**src/rtl/vga_timing_pkg.sv**
```systemverilog
// Shared raster timing definitions: axis phase encoding, default 640x480@60 constants
// and the helper that sums one axis's segments into its total period.
package vga_timing_pkg;

    typedef enum logic [1:0] {
        PH_ACTIVE = 2'd0,
        PH_FRONT  = 2'd1,
        PH_SYNC   = 2'd2,
        PH_BACK   = 2'd3
    } phase_e;

    localparam int unsigned DEF_H_ACTIVE = 640;
    localparam int unsigned DEF_H_FP     = 16;
    localparam int unsigned DEF_H_SYNC   = 96;
    localparam int unsigned DEF_H_BP     = 48;
    localparam int unsigned DEF_V_ACTIVE = 480;
    localparam int unsigned DEF_V_FP     = 10;
    localparam int unsigned DEF_V_SYNC   = 2;
    localparam int unsigned DEF_V_BP     = 33;
    localparam int unsigned DEF_CW       = 10;

    function automatic int unsigned vga_total(
        input int unsigned active,
        input int unsigned fp,
        input int unsigned sync,
        input int unsigned bp
    );
        return active + fp + sync + bp;
    endfunction

endpackage

```
**src/rtl/vga_axis_timer.sv**
```systemverilog
// One raster axis: position counter plus ACTIVE/FRONT/SYNC/BACK phase FSM.
// Outputs are the next-state values so the parent can register them with zero skew.
module vga_axis_timer
    import vga_timing_pkg::*;
#(
    parameter int unsigned ACTIVE = DEF_H_ACTIVE,
    parameter int unsigned FP     = DEF_H_FP,
    parameter int unsigned SYNC   = DEF_H_SYNC,
    parameter int unsigned BP     = DEF_H_BP,
    parameter int unsigned CW     = DEF_CW
) (
    input  logic          clock,
    input  logic          reset,
    input  logic          i_Step,
    output logic [CW-1:0] o_Count,
    output phase_e        o_Phase,
    output logic          o_Wrap,
    output logic          o_Sync_Raw
);

    localparam int unsigned TOTAL = vga_total(ACTIVE, FP, SYNC, BP);

    localparam logic [CW-1:0] LAST_ACT  = CW'(ACTIVE - 1);
    localparam logic [CW-1:0] LAST_FP   = CW'(ACTIVE + FP - 1);
    localparam logic [CW-1:0] LAST_SYNC = CW'(ACTIVE + FP + SYNC - 1);
    localparam logic [CW-1:0] LAST_TOT  = CW'(TOTAL - 1);

    if (ACTIVE < 1 || FP < 1 || SYNC < 1 || BP < 1) begin : g_bad_segments
        $error("vga_axis_timer: every active/porch/sync segment must be at least 1");
    end
    if (64'(TOTAL) > (64'd1 << CW)) begin : g_bad_width
        $error("vga_axis_timer: CW too narrow for TOTAL-1");
    end

    logic [CW-1:0] r_Count;
    phase_e        r_Phase;
    logic [CW-1:0] w_Count_Next;
    phase_e        w_Phase_Next;
    logic          w_Wrap;

    // Next-state decode; holds everything when not stepped.
    always_comb begin
        w_Count_Next = r_Count;
        w_Phase_Next = r_Phase;
        w_Wrap       = 1'b0;
        if (i_Step) begin
            if (r_Count == LAST_TOT) begin
                w_Count_Next = '0;
                w_Wrap       = 1'b1;
            end else begin
                w_Count_Next = r_Count + CW'(1);
            end
            case (r_Phase)
                PH_ACTIVE: if (r_Count == LAST_ACT)  w_Phase_Next = PH_FRONT;
                PH_FRONT:  if (r_Count == LAST_FP)   w_Phase_Next = PH_SYNC;
                PH_SYNC:   if (r_Count == LAST_SYNC) w_Phase_Next = PH_BACK;
                PH_BACK:   if (r_Count == LAST_TOT)  w_Phase_Next = PH_ACTIVE;
                default:   w_Phase_Next = PH_ACTIVE;
            endcase
        end
    end

    always_ff @(posedge clock) begin
        if (reset) begin
            r_Count <= '0;
            r_Phase <= PH_ACTIVE;
        end else begin
            r_Count <= w_Count_Next;
            r_Phase <= w_Phase_Next;
        end
    end

    assign o_Count    = w_Count_Next;
    assign o_Phase    = w_Phase_Next;
    assign o_Wrap     = w_Wrap;
    assign o_Sync_Raw = (w_Phase_Next == PH_SYNC);

endmodule

```
**src/rtl/vga_sync_gen.sv**
```systemverilog
// Raster timing generator: horizontal/vertical axis timers advanced by the pixel tick,
// with registered sync, active-video, coordinate and line/frame start outputs.
module vga_sync_gen
    import vga_timing_pkg::*;
#(
    parameter int unsigned H_ACTIVE = DEF_H_ACTIVE,
    parameter int unsigned H_FP     = DEF_H_FP,
    parameter int unsigned H_SYNC   = DEF_H_SYNC,
    parameter int unsigned H_BP     = DEF_H_BP,
    parameter int unsigned V_ACTIVE = DEF_V_ACTIVE,
    parameter int unsigned V_FP     = DEF_V_FP,
    parameter int unsigned V_SYNC   = DEF_V_SYNC,
    parameter int unsigned V_BP     = DEF_V_BP,
    parameter logic        SYNC_POL = 1'b0,
    parameter int unsigned CW       = DEF_CW
) (
    input  logic          clock,
    input  logic          reset,
    input  logic          i_Pixel_Tick,
    output logic          o_HSync,
    output logic          o_VSync,
    output logic          o_Active,
    output logic [CW-1:0] o_X,
    output logic [CW-1:0] o_Y,
    output logic          o_Line_Start,
    output logic          o_Frame_Start
);

    logic [CW-1:0] w_H_Count;
    logic [CW-1:0] w_V_Count;
    phase_e        w_H_Phase;
    phase_e        w_V_Phase;
    logic          w_H_Wrap;
    logic          w_V_Wrap;
    logic          w_H_Sync;
    logic          w_V_Sync;
    logic          w_V_Step;

    // Vertical axis only moves on the tick that ends a line.
    assign w_V_Step = i_Pixel_Tick & w_H_Wrap;

    vga_axis_timer #(
        .ACTIVE (H_ACTIVE),
        .FP     (H_FP),
        .SYNC   (H_SYNC),
        .BP     (H_BP),
        .CW     (CW)
    ) u_h_axis (
        .clock      (clock),
        .reset      (reset),
        .i_Step     (i_Pixel_Tick),
        .o_Count    (w_H_Count),
        .o_Phase    (w_H_Phase),
        .o_Wrap     (w_H_Wrap),
        .o_Sync_Raw (w_H_Sync)
    );

    vga_axis_timer #(
        .ACTIVE (V_ACTIVE),
        .FP     (V_FP),
        .SYNC   (V_SYNC),
        .BP     (V_BP),
        .CW     (CW)
    ) u_v_axis (
        .clock      (clock),
        .reset      (reset),
        .i_Step     (w_V_Step),
        .o_Count    (w_V_Count),
        .o_Phase    (w_V_Phase),
        .o_Wrap     (w_V_Wrap),
        .o_Sync_Raw (w_V_Sync)
    );

    // Output register stage, fed from the axis next-state values.
    always_ff @(posedge clock) begin
        if (reset) begin
            o_X           <= '0;
            o_Y           <= '0;
            o_Active      <= 1'b1;
            o_HSync       <= ~SYNC_POL;
            o_VSync       <= ~SYNC_POL;
            o_Line_Start  <= 1'b0;
            o_Frame_Start <= 1'b0;
        end else begin
            o_X           <= w_H_Count;
            o_Y           <= w_V_Count;
            o_Active      <= (w_H_Phase == PH_ACTIVE) && (w_V_Phase == PH_ACTIVE);
            o_HSync       <= w_H_Sync ? SYNC_POL : ~SYNC_POL;
            o_VSync       <= w_V_Sync ? SYNC_POL : ~SYNC_POL;
            o_Line_Start  <= w_H_Wrap;
            o_Frame_Start <= w_H_Wrap & w_V_Wrap;
        end
    end

endmodule

```
**config.mk**
```make
export PLATFORM = sky130hd
export DESIGN_NAME = vga_sync_gen
export DESIGN_NICKNAME = d
export VERILOG_FILES = /design/src/rtl/vga_timing_pkg.sv /design/src/rtl/vga_axis_timer.sv /design/src/rtl/vga_sync_gen.sv
export SDC_FILE = /design/constraint.sdc
export NUM_CORES = 1
export LEC_CHECK = 0
export BUFFER_PORTS_ARGS = -buffer_cell sky130_fd_sc_hd__clkbuf_2
export CAP_MARGIN = 20
export CORE_MARGIN = 5
export CORE_UTILIZATION = 49
export CTS_CLUSTER_DIAMETER = 30
export DETAILED_ROUTE_END_ITERATION = 12
export PLACE_DENSITY_LB_ADDON = 0.05
export SLEW_MARGIN = 20
export SYNTH_ARGS = -nofsm -noshare
export SYNTH_HDL_FRONTEND = slang
export SYNTH_HIERARCHICAL = 1
export SYNTH_SLANG_ARGS = --single-unit
```
**constraint.sdc**
```tcl
create_clock -name clock -period 3.3 [get_ports clock]
set_input_delay 0.165 -clock clock [delete_from_list [all_inputs] [get_ports clock]]
set_output_delay 0.165 -clock clock [all_outputs]
set_load 0.02 [all_outputs]
```
==> out/results.txt, run 1 <==
The transition time at the pin with the least slew margin works out to 458.3 ps. Synthesis handed over a netlist of 226 instances. The maximum root-to-sink buffer count is 2.

Slowest stage cell on the critical path: sky130_fd_sc_hd__dfxtp_1. Number of nets in the finished design: 262. For the first-pass GRT wire length, the log shows 7017 µm. Final hold violation count: 0.

0 antenna diodes ended up in the layout. The standard-cell row count is 24. The arrival time of the worst setup path was 2840 ps. Leaving out fill and tap cells, the most frequent cell in the layout is sky130_fd_sc_hd__dfxtp_1.

The number of nets with antenna violations after routing was 0. Internal power comes to 0.8528 mW. Setup violations remaining at the end of the flow were counted as 0.

The number of search-and-repair iterations in the first detailed-routing pass is 4. The tools report the clock root buffer master as sky130_fd_sc_hd__clkbuf_8. The run gives 56.0% as the sequential share of power. The tools report the count of clock tree sinks as 49. A synthesized cell averages 9.378 µm². After synthesis, the largest family of logic cells by area is simple AND/OR/NAND/NOR gates.

Summed over all layers, the global routing overflow is 0. The detailed router finished its first iteration with 214 violations. After filler insertion, the fill cell instance count of the layout stands at 394. Dividing total power by cell area gives a power density of 441.7 mW/mm². The count of pins over their slew limit is 0, and the area fraction in and, or, nand and nor cells after synthesis is 34.36%. Total number of vias: 1,575. In this run, distinct cell masters in the synthesized netlist total 46. Of the cells placed in the final design, the portion with a size suffix greater than 1 is 18.36%.

Of the total synthesized cell area, the portion taken by full adders, half adders and majority gates is 2.361%. In this run the worst path has a maximum fanout of 6. The worst reg-to-reg setup slack is 640 ps, and the later-pin clock latency in the skew report is 290 ps.

During synthesis, Yosys emitted a total of 6 warnings. Global routing used 16.11% of the available tracks. Entering global routing, the biggest net connects 40 pins.

TritonCTS built the clock tree. The via count of the first global-routing pass was 1,441; the compound-gate portion of the synthesized area was 6.316%. The switching power share of the total is 20.29%. Summed over all nets, the switching power comes to 0.2171 mW.

The worst-case IR drop observed on VDD is 0.0002747 V. Among all flip-flop cells after synthesis, the most frequent one is sky130_fd_sc_hd__dfxtp_1. For the max-capacitance violation count, the log shows 0.

The logs give 2938 µm for the total half-perimeter wirelength after legalization and detailed placement and 376.5 MHz for the fmax. The post-CTS clock slew at the launch and capture registers of the worst setup and hold paths is 90 ps, and the data required time of the critical path is 3490 ps. The count of buffering cells on the critical path with inverters included came out at 0. In the final timing run, aggregate negative setup slack is 0 ps.

The post-layout minimum cycle time is 2656 ps, and the total design power is 1.070 mW. The final cell utilization of the core is 56.81%. The detail-routed via count per cell was 5.114.

The finished cells cover 0.002422 mm². The number of hold-repair buffers added at the cts stage was 0; the number of register bits inferred by synthesis was 49. For the smallest setup slack after layout, the log shows 643.9 ps. At the end of routability-driven placement, the weighted congestion stood at 0.9297.

The initial antenna violation count is 0, and the deepest level of the CTS H-tree is 2. The die covers 0.005741 mm². The path class of the tightest hold or removal check is input pin to flip-flop. In the layout the commonest cells are sky130_fd_sc_hd__dfxtp_1, sky130_fd_sc_hd__nor2b_1, sky130_fd_sc_hd__clkbuf_2.

The run finished with clean final reports. The run gives 4102 µm as the final wirelength. The share of total power dissipated in combinational logic is 2.9%. The leakage component of the power is 0.9679 nW, and the fraction of met1 tracks used by global routing is 23.75%. The met3 routing resource usage after global routing was 3.430%.

Measured along the x axis, the die boundary spans 75.77 µm. Setup repair after global routing left no endpoint under its margin. Once the floorplan was initialized, standard cells occupied 49.71% of the core. The placed instances occupy a cell area of 0.002302 mm². The core region is 0.004264 mm². Clock tree synthesis inserted a total of 5 buffers. Across the routed clock network, the largest skew measured is 6.290 ps.

For the post-place setup slack, the log shows 712.0 ps. STA classifies the critical path startpoint as a flip-flop. The critical path goes through ha_1 -> nand4_1 -> nor4_4 -> and2_1 -> nand2_1 -> nor4_1 -> a311oi_1 -> nor3_1 -> o41ai_1.

For this design the top-level I/O count stands at 28. The share of total power dissipated in the clock network is 41.1%. The highest cell delay on the worst timing path is 400 ps.

Broken down by cell family, the worst path's largest delay share belongs to simple AND/OR/NAND/NOR gates. Count of flip-flops with a built-in enable after synthesis: 0. During placement, the flow inserted port buffers numbering 27. The logs give 0 for the DRC violation count after routing and 22.62% for the met2 usage in global routing.

The number of nets in the synthesized netlist is 233. The run gives 0 as the number of buffers inserted by post-CTS setup repair. Counting flops with an async set or reset pin after synthesis yields a share of 0%. Measured along the y axis, the die boundary spans 75.77 µm. The portion of netlist area occupied by mux cells was 1.004%; the number of instances resized during post-cts repair was 0. The XOR/XNOR share of the synthesized area works out to 6.198%. In the final routed layout, each cell accounts on average for 13.32 µm. The portion of the post-synthesis area used by sequential elements came out at 46.28%.

Kind of end point of the critical path: a flip-flop. The critical path class was flip-flop to flip-flop. Area growth from synthesis to final layout: 14.29%. Dividing the final minimum period by the clock period gives 80.49%. The most crowded layer after global routing was met1. The worst max-slew margin expressed relative to the limit was 69.19%. The run gives 0.002120 mm² as the post-synthesis instance area.
## synth_stat cells, types with 2 or more instances
master | n | area (µm²)
sky130_fd_sc_hd__o211ai_1 | 2 | 15.01
sky130_fd_sc_hd__o22ai_1 | 3 | 18.77
sky130_fd_sc_hd__a21oi_1 | 3 | 15.01
sky130_fd_sc_hd__nor2_1 | 18 | 67.56
sky130_fd_sc_hd__xor2_1 | 6 | 52.55
sky130_fd_sc_hd__nor3_1 | 12 | 60.06
sky130_fd_sc_hd__buf_2 | 5 | 25.02
sky130_fd_sc_hd__nor4_1 | 6 | 37.54
sky130_fd_sc_hd__nand4_1 | 5 | 31.28
sky130_fd_sc_hd__clkbuf_1 | 2 | 7.510
sky130_fd_sc_hd__a31o_1 | 2 | 17.52
sky130_fd_sc_hd__nand2_1 | 16 | 60.06
sky130_fd_sc_hd__and2_1 | 6 | 37.54
sky130_fd_sc_hd__nor2b_1 | 27 | 168.9
sky130_fd_sc_hd__nor3b_1 | 3 | 22.52
sky130_fd_sc_hd__xnor2_1 | 9 | 78.83
sky130_fd_sc_hd__dfxtp_1 | 49 | 980.9
sky130_fd_sc_hd__nand2b_1 | 5 | 31.28
sky130_fd_sc_hd__ha_1 | 4 | 50.05
sky130_fd_sc_hd__inv_1 | 8 | 30.03
sky130_fd_sc_hd__a21o_1 | 2 | 15.01
sky130_fd_sc_hd__nor4_4 | 3 | 63.81
sky130_fd_sc_hd__nand3_1 | 7 | 35.03
## tightest hold or removal path, stage by stage
cell and delay (ps):
sky130_fd_sc_hd__clkbuf_2 80, sky130_fd_sc_hd__inv_1 90, sky130_fd_sc_hd__and2_1 150
## per-stage QoR
| stage | hold slack, ps | instances |
|---|---|---|
| after CTS | 233.9 | 308 |
| after detailed placement | 555.3 | 300 |
| final | 238.6 | 308 |
| after global routing | 245.2 | 308 |
| after floorplan | 234.1 | 226 |
| after global placement | 559.0 | 300 |
## per-layer routing
metal	up-vias	routed length [µm]
met5	-	0
met4	0	86
met3	11	270
met2	53	1686
met1	680	2059
li1	831	-
## registers in the layout, summed over array words and instances (netlist names)
name / cells
o_Active: 1
o_Frame_Start: 1
o_HSync: 1
o_Line_Start: 1
o_VSync: 1
o_X: 10
o_Y: 10
u_h_axis/r_Count: 10
u_h_axis/r_Phase: 2
u_v_axis/r_Count: 10
u_v_axis/r_Phase: 2
## cells by family (layout without fill, tap and decap cells)
family	after synthesis	in the layout
fa+ha+maj	4	4
buf+inv	17	47
mux	2	2
simple gates	120	120
xor+xnor	15	15
compound gates	19	19
flops	49	49
## cell type report
class                           instances  area [µm²]  area share (%)
Clock buffer                            6       82.58           3.409
Clock inverter                          2       37.54           1.550
Inverter                                9       33.78           1.395
Multi-Input combinational cell        160        1065           43.96
Sequential cell                        49       980.9           40.50
Tap cell                               52       65.06           2.686
Timing Repair Buffer                   30       157.7           6.508
## final timing paths
check	cells past startpoint	startpoint	end
hold reg to reg	1	u_h_axis/r_Count[9]$_SDFF_PP0_	u_h_axis/r_Count[9]$_SDFF_PP0_
setup reg to reg	9	u_h_axis/r_Count[0]$_SDFF_PP0_	o_Active$_SDFF_PP1_
setup / recovery	9	u_h_axis/r_Count[0]$_SDFF_PP0_	o_Active$_SDFF_PP1_
hold / removal	3	reset	u_h_axis/r_Count[2]$_SDFF_PP0_
## power groups by stage
| stage | registers [mW] | clock network [mW] | logic (mW) |
|---|---|---|---|
| 4_1_cts | 0.600 | 0.453 | 0.0314 |
| 2_1_floorplan | 0.616 | 0 | 0.0185 |
| 3_5_place_dp | 0.613 | 0 | 0.0311 |
| 3_3_place_gp | 0.613 | 0 | 0.0317 |
| 6_report | 0.599 | 0.439 | 0.0311 |
| 5_1_grt | 0.601 | 0.480 | 0.0351 |
Note: power is estimated with default switching activity, not from simulation.
==> run 2: changes to the inputs <==
==> constraint.sdc (replaced) <==
create_clock -name clock -period 2.5 [get_ports clock]
set_input_delay 0.125 -clock clock [delete_from_list [all_inputs] [get_ports clock]]
set_output_delay 0.125 -clock clock [all_outputs]
set_load 0.02 [all_outputs]
==> out/results.txt, run 2 (same netlist as run 1, synthesis figures left out) <==
Fmax: 437.8 MHz (was 376.5 MHz). The final weighted congestion in routability-driven placement came out at 0.9222 (was 0.9297). The cell count of the worst hold path was 2 (was 3). The x dimension of the die works out to 75.77 µm (unchanged). The initial antenna violation count came out at 0 (unchanged). Critical path class: flip-flop to flip-flop (unchanged). The DRC violation count after routing is 0 (unchanged). The tools report the standard-cell row count as 24 (unchanged). The total CTS buffers is 5 (unchanged). First-pass GRT wire length: 7148 µm (was 7017 µm). For the placeable core region, the log shows 0.004264 mm² (unchanged). The kind of launch point of the worst setup path was a flip-flop (unchanged). The final wirelength was 4146 µm (was 4102 µm); the final cell utilization of the core was 57.69% (was 56.81%). The final setup skew was 12.07 ps (was 6.290 ps); the number of nets in the finished design was 269 (was 262). TritonCTS built the clock tree. The pin count of the biggest net entering global routing came out at 34 (was 40).

The flow ran to the end, and the final reports show no timing, DRC or antenna violations. The layout filler cell count is 396 (was 394). The post-layout minimum cycle time came out at 2284 ps (was 2656 ps). The area growth from synthesis to final layout works out to 16.06% (was 14.29%).

The clock root buffer master was sky130_fd_sc_hd__clkbuf_8 (unchanged). The logs give 1,491 (was 1,441) for the via count of the first global-routing pass and 83 (was 214) for the number of violations reported at the end of detailed-routing iteration 0. The number of input and output port buffers inserted was 27 (unchanged); the later-pin clock latency in the skew report was 300 ps (was 290 ps).

The final hold violation count is 0 (unchanged). The mean routed wirelength per cell came out at 13.16 µm (was 13.32 µm). The largest fanout on the critical path works out to 9 (was 6). The all-layer global routing usage was 16.15% (was 16.11%). The tools report the number of search-and-repair iterations in the first detailed-routing pass as 4 (unchanged).

The portion of the clock cycle consumed by the worst path in the final layout is 91.36% (was 80.49%), and the height of the die is 75.77 µm (unchanged). The most common cell after layout, fill and taps aside was sky130_fd_sc_hd__dfxtp_1 (unchanged). The area of all sequential standard cells was 982.2 µm² (was 980.9 µm²); the setup violation total in the final timing report was 0 (unchanged). The logs give 49.71% (unchanged) for the initial core utilization and 0.0002314 V (was 0.0002747 V) for the worst vdd rail ir drop. The fraction of final layout cells sized beyond drive strength 1 works out to 21.29% (was 18.36%). For the total number of vias, the log shows 1,641 (was 1,575). Count of pins over their slew limit: 0 (unchanged). The tools report the max-capacitance violation count as 0 (unchanged). Total power density per cell area: 543.6 mW/mm² (was 441.7 mW/mm²). The tools report the leakage component of the power as 1.002 nW (was 0.9679 nW). The floorplan die area was 0.005741 mm² (unchanged); the maximum root-to-sink buffer count was 2 (unchanged).

The arrival time of the worst setup path was 2480 ps (was 2840 ps). The slowest stage cell on the critical path was sky130_fd_sc_hd__or3b_1 (was sky130_fd_sc_hd__dfxtp_1). The count of clock tree sinks is 49 (unchanged).

The worst hold-check path type was input pin to flip-flop (unchanged). Cells along the critical path: or3b_1 -> nor4_4 -> and2_4 -> buf_4 -> nand3_1 -> nor3_2 -> nor3_1 -> o41ai_1 (was ha_1 -> nand4_1 -> nor4_4 -> and2_1 -> nand2_1 -> nor4_1 -> a311oi_1 -> nor3_1 -> o41ai_1). The number of primary I/O pins was 28 (unchanged). The number of nets with antenna violations after routing is 0 (unchanged), and the detail-routed via count per cell is 5.210 (was 5.114).

The post-CTS clock slew at the launch and capture registers of the worst setup and hold paths is 90 ps (about the same), and the transition time at the pin with the least slew margin is 476.9 ps (was 458.3 ps). The tools report the kind of end point of the critical path as a flip-flop (unchanged). The total overflow reported by the global router is 0 (unchanged).

Setup repair after global routing left no endpoint under its margin. For the final total negative setup slack, the log shows 0 ps (unchanged). The antenna cell count was 0 (unchanged); the count of cells along the worst register-to-register path was 8 (was 9). The deepest level of the CTS H-tree was 2 (unchanged). The run gives 0.001067 mm² (was 0.001065 mm²) as the multi-input combinational cell area.

The highest cell delay on the worst timing path was 440 ps (was 400 ps). The total half-perimeter wirelength after legalization and detailed placement was 2880 µm (was 2938 µm). The run gives 2700 ps (was 3490 ps) as the data required time of the critical path.

The tools report the worst max-slew margin expressed relative to the limit as 67.94% (was 69.19%). Highest-count cells in the layout ignoring fill and taps: sky130_fd_sc_hd__dfxtp_1, sky130_fd_sc_hd__nor2b_1, sky130_fd_sc_hd__clkbuf_2 (unchanged).
run 2: where the power goes:
group	total, mW	internal, mW	switching [mW]
Clock	0.505	0.250	0.255
Combinational	0.0408	0.0140	0.0267
Sequential	0.791	0.787	0.00434
Total	1.34	1.05	0.286
run 2: worst paths after layout:
check | start | endpoint | slack, ps
setup / recovery | u_h_axis/r_Count[9]$_SDFF_PP0_ | o_Active$_SDFF_PP1_ | 220
hold / removal | reset | u_v_axis/r_Count[0]$_SDFF_PP0_ | 80
setup reg to reg | u_h_axis/r_Count[9]$_SDFF_PP0_ | o_Active$_SDFF_PP1_ | 220
hold reg to reg | u_h_axis/r_Phase[0]$_SDFF_PP0_ | u_h_axis/r_Phase[1]$_SDFF_PP0_ | 580
run 2: layout make-up:
type                       count  share of cell area [%]
multi-input combinational    160                   43.39
sequential                    49                   39.93
timing repair buffer          37                   8.545
clock buffer                   7                   3.917
tap                           52                   2.645
inverter                       9                   1.373
clock inverter                 1                  0.2035
run 2: critical path, delay by kind of cell, from the launching register on:
| kind | cells | cell delay, ps |
|---|---|---|
| buf+inv | 1 | 160 |
| simple gates | 6 | 1270 |
| compound gates | 1 | 340 |
| flops | 1 | 410 |
run 2: metal layers:
| layer | share of wire [%] | track usage [%] | wire length (µm) | vias to the layer above |
|---|---|---|---|---|
| met4 | 0.75 | 4.078 | 31 | 0 |
| met5 | 0 | 0 | 0 | - |
| met1 | 53 | 24.02 | 2200 | 754 |
| li1 | - | - | - | 841 |
| met3 | 5.3 | 4.749 | 220 | 4 |
| met2 | 41 | 22.62 | 1694 | 42 |
run 2: through the flow:
step | setup WS, ps | cells | instance area (µm²) | hold slack [ps] | power, mW
2_1_floorplan | 12.16 | 226 | 2128 | 194.1 | 0.8379
3_3_place_gp | 235.5 | 303 | 2327 | 418.4 | 0.8516
3_5_place_dp | 169.8 | 303 | 2327 | 412.7 | 0.8512
4_1_cts | 104.9 | 311 | 2429 | 79.38 | 1.359
5_1_grt | 27.75 | 315 | 2460 | 94.41 | 1.405
6_report | 215.9 | 315 | 2460 | 80.13 | 1.337
run 2: timing repair:
action                                  in CTS  in global routing
endpoints found under the setup margin       0                  2
hold buffers                                 0                  0
setup buffers                                0                  4
gates resized for setup                      0                  1
hold endpoints to repair                     0                  0
